`src/rtl/multicycle_control_fsm.sv`:
```
// multicycle_control_fsm: control unit for the 16-bit multi-cycle core
module multicycle_control_fsm #(
  parameter int MEM_TIMEOUT = 15
) (
  input  logic       clk,
  input  logic       reset_n,
  input  logic [3:0] input_opcode,
  input  logic [2:0] input_funct,
  input  logic       input_Zero,
  input  logic       input_negative,
  input  logic       input_mem_ready,
  output logic [1:0] output_ALUSrcA,
  output logic [1:0] output_ALUSrcB,
  output logic [2:0] output_ALUOp,
  output logic       output_PCSrc,
  output logic       output_PCWrite,
  output logic       output_IRWrite,
  output logic       output_IorD,
  output logic       output_MemRead,
  output logic       output_MemWrite,
  output logic       output_RegWrite,
  output logic       output_MemtoReg,
  output logic       output_halted,
  output logic       output_error,
  output logic [3:0] output_state
);
  typedef enum logic [3:0] {
    FETCH    = 4'd0,
    DECODE   = 4'd1,
    EXEC_R   = 4'd2,
    EXEC_I   = 4'd3,
    MEM_ADDR = 4'd4,
    MEM_RD   = 4'd5,
    MEM_WB   = 4'd6,
    MEM_WR   = 4'd7,
    ALU_WB   = 4'd8,
    BRANCH   = 4'd9,
    JUMP     = 4'd10,
    HALT     = 4'd11,
    ERROR    = 4'd12
  } state_t;
  state_t     state, nxt;
  logic [3:0] op;
  logic [7:0] cnt;
  logic       halted, error;
  logic       mem_wait, timeout;
  // A wait cycle is a memory state without ready; the last allowed one diverts to ERROR
  assign mem_wait = (state == FETCH || state == MEM_RD || state == MEM_WR) && !input_mem_ready;
  assign timeout  = mem_wait && cnt == 8'(MEM_TIMEOUT - 1);
  assign output_state  = state;
  assign output_halted = halted;
  assign output_error  = error;
  // Next-state selection; opcode is taken live in DECODE and the held copy is used afterwards
  always_comb begin
    nxt = state;
    case (state)
      FETCH:    nxt = input_mem_ready ? DECODE : timeout ? ERROR : FETCH;
      DECODE:
        case (input_opcode)
          4'h0:                nxt = EXEC_R;
          4'h1:                nxt = EXEC_I;
          4'h2, 4'h3:          nxt = MEM_ADDR;
          4'h4, 4'h5, 4'h6:    nxt = BRANCH;
          4'h7:                nxt = JUMP;
          4'hF:                nxt = HALT;
          default:             nxt = ERROR;
        endcase
      EXEC_R, EXEC_I: nxt = ALU_WB;
      MEM_ADDR: nxt = op == 4'h2 ? MEM_RD : MEM_WR;
      MEM_RD:   nxt = input_mem_ready ? MEM_WB : timeout ? ERROR : MEM_RD;
      MEM_WR:   nxt = input_mem_ready ? FETCH : timeout ? ERROR : MEM_WR;
      ALU_WB, MEM_WB, BRANCH, JUMP: nxt = FETCH;
      default:  nxt = state;
    endcase
  end
  // State, held opcode, wait counter and sticky flags set on entry to HALT/ERROR
  always_ff @(posedge clk or negedge reset_n)
    if (!reset_n) begin
      state  <= FETCH;
      op     <= 4'h0;
      cnt    <= 8'd0;
      halted <= 1'b0;
      error  <= 1'b0;
    end else begin
      state  <= nxt;
      op     <= state == DECODE ? input_opcode : op;
      cnt    <= mem_wait && !timeout ? cnt + 8'd1 : 8'd0;
      halted <= halted | (nxt == HALT);
      error  <= error | (nxt == ERROR);
    end
  // Control decode from state plus ready/flags; everything forced low while in reset
  always_comb begin
    output_ALUSrcA  = 2'd0;
    output_ALUSrcB  = 2'd0;
    output_ALUOp    = 3'd0;
    output_PCSrc    = 1'b0;
    output_PCWrite  = 1'b0;
    output_IRWrite  = 1'b0;
    output_IorD     = 1'b0;
    output_MemRead  = 1'b0;
    output_MemWrite = 1'b0;
    output_RegWrite = 1'b0;
    output_MemtoReg = 1'b0;
    if (reset_n)
      case (state)
        FETCH: begin
          output_MemRead = 1'b1;
          output_ALUSrcB = 2'd1;
          output_IRWrite = input_mem_ready;
          output_PCWrite = input_mem_ready;
        end
        DECODE: output_ALUSrcB = 2'd2;
        EXEC_R: begin
          output_ALUSrcA = 2'd2;
          output_ALUOp   = input_funct;
        end
        EXEC_I, MEM_ADDR: begin
          output_ALUSrcA = 2'd2;
          output_ALUSrcB = 2'd2;
        end
        ALU_WB: output_RegWrite = 1'b1;
        MEM_RD: begin
          output_MemRead = 1'b1;
          output_IorD    = 1'b1;
        end
        MEM_WB: begin
          output_RegWrite = 1'b1;
          output_MemtoReg = 1'b1;
        end
        MEM_WR: begin
          output_MemWrite = 1'b1;
          output_IorD     = 1'b1;
        end
        BRANCH: begin
          output_ALUSrcA = 2'd2;
          output_ALUOp   = 3'd1;
          output_PCSrc   = 1'b1;
          output_PCWrite = (op == 4'h4 && input_Zero) || (op == 4'h5 && !input_Zero) ||
                           (op == 4'h6 && input_negative);
        end
        JUMP: begin
          output_PCSrc   = 1'b1;
          output_PCWrite = 1'b1;
        end
        default: ;
      endcase
  end
endmodule

```
`config.mk`:
```
export PLATFORM = sky130hd
export DESIGN_NAME = multicycle_control_fsm
export DESIGN_NICKNAME = d
export VERILOG_FILES = /design/src/rtl/multicycle_control_fsm.sv
export SDC_FILE = /design/constraint.sdc
export NUM_CORES = 1
export LEC_CHECK = 0
export CAP_MARGIN = 0
export CORE_ASPECT_RATIO = 0.9
export CORE_MARGIN = 3
export CORE_UTILIZATION = 43
export DETAILED_ROUTE_END_ITERATION = 8
export PLACE_DENSITY = 0.72
export SYNTH_ARGS = -nofsm -noshare
export SYNTH_HDL_FRONTEND = slang
export SYNTH_SLANG_ARGS = --single-unit
```
`constraint.sdc`:
```
create_clock -name clk -period 1.9 [get_ports clk]
set_input_delay 0.285 -clock clk [delete_from_list [all_inputs] [get_ports clk]]
set_output_delay 0.285 -clock clk [all_outputs]
set_load 0.05 [all_outputs]
```
Word level (Yosys, flattened, before mapping)
Memories as Yosys holds them, arrays and structs flattened.
Index checks and enable logic that the tools add are counted.
{"block": "word_totals", "reg_bits": 18, "mem_bits_ro": 64, "in_bits": 12, "elab_cells": 79, "n_memories": 1}
{"memory": "(name not given)", "depth": 16, "width": 4, "read_ports": 1, "rd_ports_with_merged_regs": 0, "wr": 0, "line_no": "59", "rtl": "case (input_opcode)"}
{"block": "classes", "addsub": 1, "eq_ne": 17, "mux": 31, "bitwise": 2, "n_reduce_logical": 22}
{"operator": "$eq 4x3->1 const B", "count": 7}
{"operator": "$pmux 4 s7", "count": 1}
{"operator": "$mux 4", "count": 6}
{"operator": "$eq 4x4->1 const B", "count": 5}
{"operator": "$mux 1", "count": 15}
{"operator": "$eq 4x2->1 const B", "count": 3}
{"operator": "$reduce_or 2->1", "count": 5}
{"operator": "$add 8x1->8 const B", "count": 1}
{"operator": "$eq 8x4->1 const B", "count": 1}
{"operator": "$mux 2", "count": 4}
{"operator": "$mux 8", "count": 1}
{"operator": "$reduce_or 4->1", "count": 2}
{"operator": "$logic_and 1x1->1", "count": 6}
{"operator": "$pmux 3 s2", "count": 1}
{"operator": "$eq 4x1->1 const B", "count": 1}
{"operator": "$logic_not 4->1", "count": 1}
{"operator": "$logic_or 1x1->1", "count": 4}
{"operator": "$pmux 2 s2", "count": 1}
{"operator": "$logic_not 1->1", "count": 3}
{"operator": "$mux 3", "count": 1}
{"operator": "$pmux 1 s3", "count": 1}
{"operator": "$reduce_or 3->1", "count": 1}
{"operator": "$or 1x1->1", "count": 2}

Depth between registers and ports, before layout
Gate-level depths: netlist (run 1).
{"block": "logic_depth", "ltp_word": 10, "ltp_mapped": 7}

Worst setup path before layout (run 1)
No wires, ideal clock.
{"block": "synth_timing", "kind": "reg-to-output", "from": "register state[2], in the netlist output_state[2]", "to": "output output_IRWrite", "arrival_ps": 2475, "required_time_ps": 1615, "setup_slack_ps": -860, "stages_incl_launch_ff": 4, "path_buffers": 0, "cell_sequence": "dfrtp_1 -> or4_4 -> nor2_1 -> and2_1"}
{"block": "synth_between", "elab_chain_cells": 3}
{"element": "start: declaration", "line_no": "42", "rtl": "state_t state, nxt;"}
{"element": "start signal: assignment", "line_no": "85", "rtl": "state <= nxt;"}
{"element": "$logic_not 4->1", "line_no": "105", "rtl": "case (state)"}
{"element": "$mux 1", "line_no": "105"}
{"element": "$mux 1", "line_no": "104", "rtl": "if (reset_n)"}
{"element": "end: declaration", "line_no": "17", "rtl": "output logic output_IRWrite,"}
No other way between the ends.

Worst setup path in the final report (run 1)
{"block": "layout_timing", "from": "register state[2], in the netlist output_state[2]", "to": "output output_PCWrite"}
{"block": "layout_between", "elab_chain_cells": 3}
{"element": "$eq 4x4->1 / $logic_not 4->1 (equally long branches)", "line_no": "105"}
{"element": "$pmux 1 s3 *", "line_no": "105"}
{"element": "$mux 1 *", "line_no": "104"}
{"element": "end: declaration", "line_no": "16", "rtl": "output logic output_PCWrite,"}
Mark *: on every way between the ends. The rest lies on a longest branch, timed or not.

==> results by group, run 1 <==
Synth
  – Post-synthesis cell type count: 38
  – Register area share after synthesis: 0.3782
  – Post-synth design cell area: roughly 1200 um^2
  – Biggest area consumer among synthesized cells: dfrtp_1
  – Top-count cell post-synth: nand2_1
  – Seq cells post-synth: 18
  – Ys async rst share: 1.000
  – Most instantiated cells after synthesis: 23 x nand2_1, 20 x nor2_1, 18 x dfrtp_1, 7 x a21oi_1, 7 x inv_1
  – Ranking of synthesized cells by area: dfrtp_1 38%, nand2_1 7.2%, nor2_1 6.3%
  – Dominant synthesized flop cell: dfrtp_1
  – Post-Syn Instances: 150
  – Syn. warnings: 0
  – Syn avg cell area: 7.941 um^2
  – Number of synthesized flops with an enable pin: 0
  – Syn Nets: around 160
  – Synth top area share: 0.3782

Timing
  – Setup WS post-layout: -0.09330 ns
  – Hold Violations, Final: 0
  – Setup Skew: approximately 0.0017 ns
  – Final worst-path cycle share: 1.049
  – Number of setup violations in the final report: 3
  – Fmax: 501.7 MHz
  – Max Transition Viols Final: 0
  – Fin crit period: approximately 2 ns
  – Relative slew slack: 0.6658
  – Worst-margin pin slew: around 0.5 ns
  – Unrepaired setup endpoints after global routing: true

Routing
  – Final wirelength: 3341 um
  – Post-DRT Antenna Nets: 0
  – Wire per inst: 14.59 um
  – Detailed Routing Iterations Pass 1: 4
  – DRC Markers: 0
  – Via/cell ratio: 5.598
  – Via count: about 1,300
  – Detailed Route Iter0 Violations: a little over 80

Final layout
  – Design area: approximately 2000 um^2
  – # nets final: around 220
  – Area growth syn-to-layout: 67.44%
  – Register area: between 400 and 500 um^2
  – Layout cell share with drive strength beyond 1: 0.3781
  – Antenna fix cells: 0
  – Final cell count without fillers: approximately 230
  – Total of fill cells in the finished design: 160
  – Area of the multi-input gates: slightly above 800 um^2

Clock tree
  – TritonCTS clock tree: yes
  – # H-tree levels: 1
  – Clk slew on worst S/H paths: approximately 0.10 ns
  – Num CTS Buffers: 3
  – Clock latency at the later pin of the worst-skew pair: between 0.2 and 0.3 ns
  – TritonCTS Sinks: 18
  – Max Root-Sink Buffers: 2
  – Root Buffer: clkbuf_4

Status
  – Status: finished with violations
  – Violated checks: negative setup slack

Critical path
  – Critical path arrival: 1.71 ns
  – CP Launch Type: flip-flop
  – Crit-path max cell delay: around 0.42 ns
  – Worst setup EP type: primary output
  – Worst EP required: 1.62 ns
  – Crit Path Category: reg -> out
  – Critical path, cell by cell: buf_4, nor4b_2, a22oi_1, o21ba_4, buf_12
  – CP max stage cell: dfrtp_2
  – Critical path peak fanout: 17

Die
  – Io pins: 33
  – Site Rows: 17
  – Core Region: between 2000 and 3000 um^2
  – Starting Density: 0.4667
  – Die width: 61.48 um
  – Die area: 3439 um^2
  – Die Span Y: approximately 56 um

Power and ir drop
  – Leakage: between 0.8 and 0.9 nW
  – Seq pwr share: 0.207
  – Power per Cell Area: 1473 nW/um^2
  – P_sw: between 0.001 and 0.0015 W
  – Clk pwr share: 0.077
  – Comb power frac: 0.715
  – Switch share: 0.4928
  – P_int: 0.001490 W
  – Maximum vdd ir drop: approximately 0.0013 V

Global route
  – Initial antenna violation count: 0
  – Vias in the first global route: approximately 1,200
  – GRT Overall Usage: 0.2134
  – GRT overflow: 0
  – Largest net degree at the start of global routing: 19
  – First-pass GRT wire length: approximately 5600 um

Worst hold path
  – Hold Path Class: in -> async

Placement
  – Placed cells: 222
  – Post-DP Area: ~1900 um^2
  – Placer Congestion: 0.8020
  – IO Port Bufs: 31
  – DP Wirelength: about 2600 um

Flow run
  – Max-cap viol count: 0
==> per-stage QoR <==
step            TNS, ns  utilization  setup WS, ns  power [W]  hold slack [ns]
2_1_floorplan   -0.3651            -       -0.1276   0.001813         -0.01059
3_3_place_gp   -0.01058       0.7265      -0.01058   0.002510           0.4556
3_5_place_dp    -0.1069       0.7265      -0.08768   0.002549           0.4692
4_1_cts         -0.2773       0.7539       -0.1066   0.002841           0.4289
5_1_grt         -0.7918       0.7814       -0.1877   0.003138           0.4568
6_report        -0.2414       0.7814      -0.09330   0.002938           0.4355
==> flip-flops by register name, summed over array words and instances, names as in the netlist <==
name and cells:
cnt 8, op 4, output_state 4, output_error 1, output_halted 1
==> worst max-delay path, delay by kind of cell, from the launching register on <==
kind	cells	cell delay, ns
flops	1	0.42
buf+inv	2	0.34
compound gates	2	0.38
simple gates	1	0.29
==> worst paths after layout <==
path | startpoint | cells after the start | slack, ns | end
worst max-delay path | output_state[2] | 5 | -0.09 | output_PCWrite
worst min-delay path | reset_n | 2 | 0.44 | cnt[4]
worst max register to register | output_state[2] | 6 | 0.05 | output_error
worst min register to register | output_error | 1 | 0.49 | output_error
max in group asynchronous | reset_n | 2 | 1.26 | output_state[0]
min in group clk | output_error | 1 | 0.49 | output_error
==> layer usage <==
| layer | global-route usage | wire length (um) | part of all wire | up-vias |
|---|---|---|---|---|
| li1 | - | - | - | 616 |
| met1 | 0.3067 | 1494 | 0.45 | 613 |
| met2 | 0.3184 | 1611 | 0.48 | 47 |
| met3 | 0.05336 | 198 | 0.059 | 6 |
| met4 | 0.05152 | 37 | 0.011 | 0 |
| met5 | 0 | 0 | 0 | - |
==> what timing repair did <==
action,in CTS,in global routing
pin swaps,2,3
endpoints found under the hold margin,0,0
setup buffers,1,2
setup endpoints to repair,4,10
gates resized for setup,5,11
hold buffers,0,0
==> kinds of logic (layout without fill, tap and decap cells) <==
kind of cell    Yosys count  in the layout  share of synthesized area
fa+ha+maj                 2              2                    0.02101
mux                       1              1                   0.008404
xor+xnor                  8              8                    0.05883
other cells               1              1                   0.003148
buf+inv                  14             65                    0.04727
flops                    18             18                     0.3781
simple gates             80             80                     0.3361
compound gates           26             26                     0.1471
==> power groups by stage <==
stage                     sequential [W]  clock [W]  combinational, W
after floorplan                 0.000817          0          0.000996
after global placement          0.000605          0           0.00191
after detailed placement        0.000611          0           0.00194
after CTS                       0.000601   0.000235           0.00201
after global routing            0.000627   0.000255           0.00226
final                           0.000609   0.000228           0.00210
==> cell type report <==
cell class	instances	share of cell area
Timing Repair Buffer	53	0.3074
Inverter	8	0.01506
Clock buffer	4	0.01819
Sequential cell	18	0.2284
Tap cell	28	0.01757
Multi-Input combinational cell	118	0.4134
==> layout by cell type, fill, tap and decap left out, drive strengths merged, types with 4 or more instances in the layout <==
cell type / netlist / layout
a21oi: 7 / 7
and2: 5 / 5
and3: 4 / 4
buf: 1 / 40
clkbuf: 5 / 4
clkdlybuf4s50: 0 / 13
dfrtp: 18 / 18
inv: 8 / 8
nand2: 23 / 23
nor2: 20 / 20
nor3: 5 / 5
nor4: 4 / 4
o21ai: 6 / 6
xor2: 5 / 5
No activity file was read; power rests on OpenSTA's default activity.
==> run 2, diff against run 1 <==
--- a/config.mk
+++ b/config.mk
@@ -10,7 +10,7 @@
 export CORE_MARGIN = 3
 export CORE_UTILIZATION = 43
 export DETAILED_ROUTE_END_ITERATION = 8
-export PLACE_DENSITY = 0.72
+export PLACE_DENSITY = 0.78
 export SYNTH_ARGS = -nofsm -noshare
 export SYNTH_HDL_FRONTEND = slang
 export SYNTH_SLANG_ARGS = --single-unit
==> run 2 against run 1 <==
The run still ends with negative setup slack left. Critical path type unchanged. Combinational power is essentially flat. Non-clock buffer count unchanged. Global-route usage is 1.6 points lower. Wire length is 0.84% higher. Die area unchanged. Register-to-register slack barely moved. Critical endpoint is now output_IRWrite. Total power grew 0.63%. Final area increased by 1.4%. Largest power group unchanged. Critical path depth is 1 lower. Flip-flop and latch count unchanged.
==> results by group, run 2 (same netlist as run 1, synthesis figures left out) <==
Critical path
  – Critical path arrival: 1.72 ns (about the same)
  – R2R Setup Slk: 0.05 ns (about the same)
  – Critical R2R Capture: output_halted
  – Crit path buffers/inverters: 1 (-1)
  – CP max stage cell: or4_4
  – CP Launch Type: flip-flop
  – CP endpoint: output_IRWrite
  – Reg-to-reg startpoint: output_state[2]
  – Crit path launch: output_state[2]
  – Crit-path max cell delay: 0.56 ns (+0.14 ns)
  – Worst setup EP type: primary output
  – Critical path peak fanout: 3 (-14)
  – Crit Path Category: reg -> out
  – Worst path top cell family by delay: simple AND/OR/NAND/NOR gates
  – Worst EP required: 1.62 ns (about the same)
  – Worst path depth: 4 (-1)
  – R2R depth: 4 (-2)
  – Critical path, cell by cell: or4_4, nor2_4, and2_4, buf_12

Clock tree
  – Clk slew on worst S/H paths: 0.09 ns (about the same)
  – Num CTS Buffers: 3 (unchanged)
  – Hold buffers post-CTS: 0 (unchanged)
  – Clock latency at the later pin of the worst-skew pair: 0.29 ns (about the same)
  – # H-tree levels: 1 (unchanged)
  – TritonCTS Sinks: 18 (unchanged)
  – Max Root-Sink Buffers: 2 (unchanged)
  – Root Buffer: clkbuf_4
  – TritonCTS clock tree: yes

Power and ir drop
  – Seq pwr share: 0.212 (+0.005)
  – P_sw: 0.001450 W (+0.12%)
  – Maximum vdd ir drop: 0.0008626 V (-33%)
  – Switch share: 0.4903 (-0.002473)
  – P_int: 0.001507 W (+1.1%)
  – Leakage: 0.8707 nW (+1.9%)
  – Clk pwr share: 0.077 (about the same)
  – Power per Cell Area: 1461 nW/um^2 (-0.80%)
  – Comb power frac: 0.712 (-0.003)

Timing
  – WHS: 0.4233 ns (-0.01225 ns)
  – Final TNS setup: -0.2386 ns (+0.002723 ns)
  – Fin crit period: 2.001 ns (+0.008167 ns)
  – Final worst-path cycle share: 1.053 (+0.004298)
  – Setup WS post-layout: -0.1015 ns (-0.008167 ns)
  – Unrepaired setup endpoints after global routing: true
  – Fmax: 499.6 MHz (-0.41%)
  – Hold Violations, Final: 0 (unchanged)
  – Setup Skew: 0.0004673 ns (-0.001271 ns)
  – Max Transition Viols Final: 0 (unchanged)
  – Number of setup violations in the final report: 3 (unchanged)

Die
  – Starting Density: 0.4667 (unchanged)
  – Core Region: 2552 um^2 (unchanged)
  – Io pins: 33 (unchanged)
  – Die Span Y: 55.93 um (unchanged)
  – Die width: 61.48 um (unchanged)
  – Site Rows: 17 (unchanged)
  – Die area: 3439 um^2 (unchanged)

Global route
  – Largest net degree at the start of global routing: 20 (+1)
  – GRT overflow: 0 (unchanged)
  – GRT Overall Usage: 0.1976 (-0.01583)
  – First-pass GRT wire length: 5264 um (-6.4%)
  – Vias in the first global route: 1,201 (-3.2%)
  – Initial antenna violation count: 0 (unchanged)

Final layout
  – # nets final: 216 (unchanged)
  – Leading cell types in the layout, fill and taps excluded: 23 x buf_4, 22 x nand2_1, 16 x nor2_1, 14 x dfrtp_1, 14 x buf_12
  – Largest register FFs: 8 (unchanged)
  – Area growth syn-to-layout: 69.85%
  – Commonest non-fill, non-tap cell in the layout: buf_4
  – Antenna fix cells: 0 (unchanged)
  – Total of fill cells in the finished design: 168 (+5.0%)
  – Layout cell share with drive strength beyond 1: 0.3781 (unchanged)
  – Top reg by flops: cnt

Routing
  – Wire per inst: 14.71 um (+0.84%)
  – Post-DRT Antenna Nets: 0 (unchanged)
  – Detailed Route Iter0 Violations: 31 (-62%)
  – Detailed Routing Iterations Pass 1: 4 (unchanged)
  – Via count: 1,235 (-3.7%)
  – Via/cell ratio: 5.393 (-3.7%)
  – DRC Markers: 0 (unchanged)
  – Final wirelength: 3369 um (+0.84%)

Placement
  – IO Port Bufs: 31 (unchanged)
  – Placer Congestion: 0.8599 (+7.2%)
  – DP Wirelength: 2558 um (-0.61%)

Worst hold path
  – Hold Path Class: in -> async

Status
  – Status: finished with violations
  – Violated checks: negative setup slack

Flow run
  – Max-cap viol count: 0 (unchanged)
run 2: cell counts in the layout (fill, tap and decap cells not counted):
No cell type changed its count.
run 2: power by group through the flow:
stage / Combinational (W) / Sequential, W / Clock, W
6_report: 0.00210 / 0.000626 / 0.000227
5_1_grt: 0.00224 / 0.000639 / 0.000255
4_1_cts: 0.00198 / 0.000615 / 0.000233
3_5_place_dp: 0.00194 / 0.000614 / 0
3_3_place_gp: 0.00191 / 0.000607 / 0
2_1_floorplan: 0.000996 / 0.000817 / 0
run 2: layout make-up:
type                            instances  area, um^2  share of cell area
Tap cell                               28       35.03             0.01732
Clock buffer                            4       36.28             0.01793
Timing Repair Buffer                   53       616.8              0.3049
Multi-Input combinational cell        118       849.6              0.4199
Sequential cell                        18       455.4              0.2251
Inverter                                8       30.03             0.01484
run 2: per-stage QoR:
stage | instance area [um^2] | setup slack, ns | instances | power, W | utilization
final | 2023 | -0.1015 | 229 | 0.002957 | 0.7926
after global routing | 2023 | -0.1823 | 229 | 0.003135 | 0.7926
after CTS | 1927 | -0.08992 | 227 | 0.002826 | 0.7549
after detailed placement | 1862 | -0.04492 | 223 | 0.002557 | 0.7294
after global placement | 1862 | -0.006399 | 223 | 0.002516 | 0.7294
after floorplan | 1265 | -0.1276 | 150 | 0.001813 | -
run 2: timing repair:
item / CTS / global route
buffers inserted: 0 / 2
pin swaps: 2 / 6
resized for setup: 7 / 15
endpoints found under the setup margin: 5 / 11
run 2: routing by layer:
metal / share of wire / global-route usage / vias to the layer above
met5: 0 / 0 / -
met4: 0.010 / 0.04848 / 0
met3: 0.049 / 0.02552 / 5
met2: 0.53 / 0.3438 / 42
met1: 0.41 / 0.2511 / 568
li1: - / - / 620
run 2: worst min path at each step:
stage	start	endpoint	slack, ns	depth (start not counted)
floorplan	reset_n	cnt[0]	-0.01	0
global placement	output_error	output_error	0.47	1
detailed placement	output_error	output_error	0.47	1
CTS	reset_n	cnt[7]	0.42	2
global route	reset_n	output_error	0.44	2
finish	reset_n	cnt[6]	0.42	2
==> run 3, diff against run 2 <==
--- a/config.mk
+++ b/config.mk
@@ -8,9 +8,9 @@
 export CAP_MARGIN = 0
 export CORE_ASPECT_RATIO = 0.9
 export CORE_MARGIN = 3
-export CORE_UTILIZATION = 43
+export CORE_UTILIZATION = 47
 export DETAILED_ROUTE_END_ITERATION = 8
-export PLACE_DENSITY = 0.78
+export PLACE_DENSITY = 0.81
 export SYNTH_ARGS = -nofsm -noshare
 export SYNTH_HDL_FRONTEND = slang
 export SYNTH_SLANG_ARGS = --single-unit
==> constraint.sdc (replaced) <==
create_clock -name clk -period 2.3 [get_ports clk]
set_input_delay 0.345 -clock clk [delete_from_list [all_inputs] [get_ports clk]]
set_output_delay 0.345 -clock clk [all_outputs]
set_load 0.05 [all_outputs]
==> run 3 against run 2 <==
The run now ends clean. Highest routed layer unchanged. Core utilization fell by 0.26 points. Critical path depth fell by 1. Total power fell by 23%. Largest power group unchanged. Worst setup slack improved by 0.19 ns. Sequential share of layout area rose by 2.7 points. Global-route usage rose by 2.5 points. Sequential power fell by 19%. Clock skew rose by 0.0032 ns.
==> results by group, run 3 (same netlist as run 1, synthesis figures left out) <==
Final layout
  – # nets final: 203 (-6.0%)
  – Total of fill cells in the finished design: 161 (-4.2%)
  – Leading cell types in the layout, fill and taps excluded: 22 x nand2_1, 18 x nor2_1, 17 x clkdlybuf4s50_1, 15 x dfrtp_1, 14 x buf_12
  – Largest register FFs: 8 (unchanged)
  – Top reg by flops: cnt
  – Area growth syn-to-layout: 51.37%
  – Design area: 1803 um^2 (-11%)
  – Commonest non-fill, non-tap cell in the layout: nand2_1
  – Final cell count without fillers: 215 (-6.1%)
  – Antenna fix cells: 0 (unchanged)
  – Layout cell share with drive strength beyond 1: 0.2394 (-0.1387)

Global route
  – Largest net degree at the start of global routing: 20 (unchanged)
  – Vias in the first global route: 1,213 (+1.0%)
  – First-pass GRT wire length: 5382 um (+2.2%)
  – Initial antenna violation count: 0 (unchanged)
  – GRT Overall Usage: 0.2230 (+0.02541)
  – GRT overflow: 0 (unchanged)

Timing
  – Fin crit period: 2.211 ns
  – Final TNS setup: 0 ns (+0.2386 ns)
  – Worst-margin pin slew: ~0.51 ns
  – Hold Violations, Final: 0 (unchanged)
  – Final worst-path cycle share: 0.9613
  – Fmax: ~450 MHz
  – Setup Skew: 0.003688 ns (+0.003221 ns)
  – Max Transition Viols Final: 0 (unchanged)
  – Number of setup violations in the final report: 0 (-3)
  – Relative slew slack: 0.6583
  – Unrepaired setup endpoints after global routing: false

Routing
  – Final wirelength: 3225 um (-4.3%)
  – Wire per inst: 15.00 um (+2.0%)
  – Detailed Route Iter0 Violations: 47 (+52%)
  – Post-DRT Antenna Nets: 0 (unchanged)
  – Detailed Routing Iterations Pass 1: 4 (unchanged)
  – Via/cell ratio: 5.586 (+3.6%)
  – Via count: 1,201 (-2.8%)
  – DRC Markers: 0 (unchanged)

Die
  – Starting Density: 0.5219 (+0.05526)
  – Die width: 59.07 um (-3.9%)
  – Io pins: 33 (unchanged)
  – Core Region: 2282 um^2 (-11%)
  – Site Rows: 16 (-1)
  – Die Span Y: 53.76 um (-3.9%)
  – Die area: 3175 um^2 (-7.7%)

Critical path
  – Worst setup EP type: primary output
  – Worst EP required: 1.96 ns (+0.34 ns)
  – R2R depth: 6 (+2)
  – Critical R2R Capture: output_halted
  – Critical path peak fanout: 11 (+8)
  – R2R Setup Slk: 0.36 ns (+0.31 ns)
  – Critical path arrival: 1.87 ns (+0.15 ns)
  – Crit path launch: output_state[1]
  – Crit Path Category: reg -> out
  – Reg-to-reg startpoint: cnt[5]
  – CP Launch Type: flip-flop

Power and ir drop
  – P_sw: 0.001118 W (-23%)
  – Power per Cell Area: 1255 nW/um^2 (-14%)
  – Clk pwr share: 0.082 (+0.005)
  – Seq pwr share: 0.223 (+0.011)
  – P_int: 0.001146 W (-24%)
  – Maximum vdd ir drop: 0.0009013 V (+4.5%)
  – Leakage: 0.7612 nW (-13%)
  – Switch share: 0.4938 (+0.003452)
  – Comb power frac: 0.696 (-0.016)

Placement
  – Post-DP Area: 1718 um^2 (-7.7%)
  – IO Port Bufs: 31 (unchanged)
  – DP Wirelength: 2499 um (-2.3%)
  – Placer Congestion: 0.8428 (-2.0%)
  – Placed cells: 207 (-7.2%)

Clock tree
  – TritonCTS Sinks: 18 (unchanged)
  – Clk slew on worst S/H paths: 0.09 ns (about the same)
  – Max Root-Sink Buffers: 2 (unchanged)
  – TritonCTS clock tree: yes
  – Clock latency at the later pin of the worst-skew pair: 0.28 ns (about the same)
  – # H-tree levels: 1 (unchanged)
  – Root Buffer: clkbuf_4
  – Num CTS Buffers: 3 (unchanged)

Worst hold path
  – Hold Path Class: in -> async

Flow run
  – Max-cap viol count: 0 (unchanged)

Status
  – Status: finished, final reports clean
-- run 3: timing repair --
item	4_1_cts	5_1_grt
pin swaps	0	1
resized for setup	0	6
setup endpoints to repair	1	1
hold buffers	0	0
buffers inserted	2	2
-- run 3: per-layer routing --
metal	track usage	part of all wire
met3	0.04556	0.043
met1	0.2823	0.45
met5	0	0
met4	0.04906	0.0065
met2	0.3934	0.50
-- run 3: power groups by stage --
stage | clock [W] | combinational, W | sequential (W)
2_1_floorplan | 0 | 0.000777 | 0.000670
3_3_place_gp | 0 | 0.00142 | 0.000524
3_5_place_dp | 0 | 0.00146 | 0.000532
4_1_cts | 0.000189 | 0.00152 | 0.000499
5_1_grt | 0.000203 | 0.00168 | 0.000520
6_report | 0.000185 | 0.00157 | 0.000505
-- run 3: worst max-delay path by stage --
stage	endpoint	slack [ns]
2_1_floorplan	output_IRWrite	-0.07
3_3_place_gp	output_PCWrite	0.26
3_5_place_dp	output_halted	0.08
4_1_cts	output_PCWrite	0.03
5_1_grt	output_PCWrite	0.03
6_report	output_state[1]	0.09
-- run 3: per-stage QoR --
step	hold WS (ns)	util	total power [W]	setup slack, ns
after floorplan	0.04941	-	0.001447	-0.06841
after global placement	0.4580	0.7527	0.001950	0.2611
after detailed placement	0.4624	0.7527	0.001993	0.07754
after CTS	0.4364	0.7752	0.002211	0.02968
after global routing	0.4721	0.7900	0.002402	0.03271
final	0.4349	0.7900	0.002263	0.08897
-- run 3: cell type report --
type | instances | area [um^2] | share of cell area
clock buffer | 4 | 36.28 | 0.02012
inverter | 8 | 30.03 | 0.01666
multi-input combinational | 118 | 730.7 | 0.4053
sequential | 18 | 454.2 | 0.2519
tap | 27 | 33.78 | 0.01874
timing repair buffer | 40 | 518.0 | 0.2873
-- run 3: critical path, cell delays in order (launching register included) --
cell,delay [ns]
dfrtp_2,0.46
buf_4,0.14
buf_4,0.16
clkdlybuf4s50_1,0.83
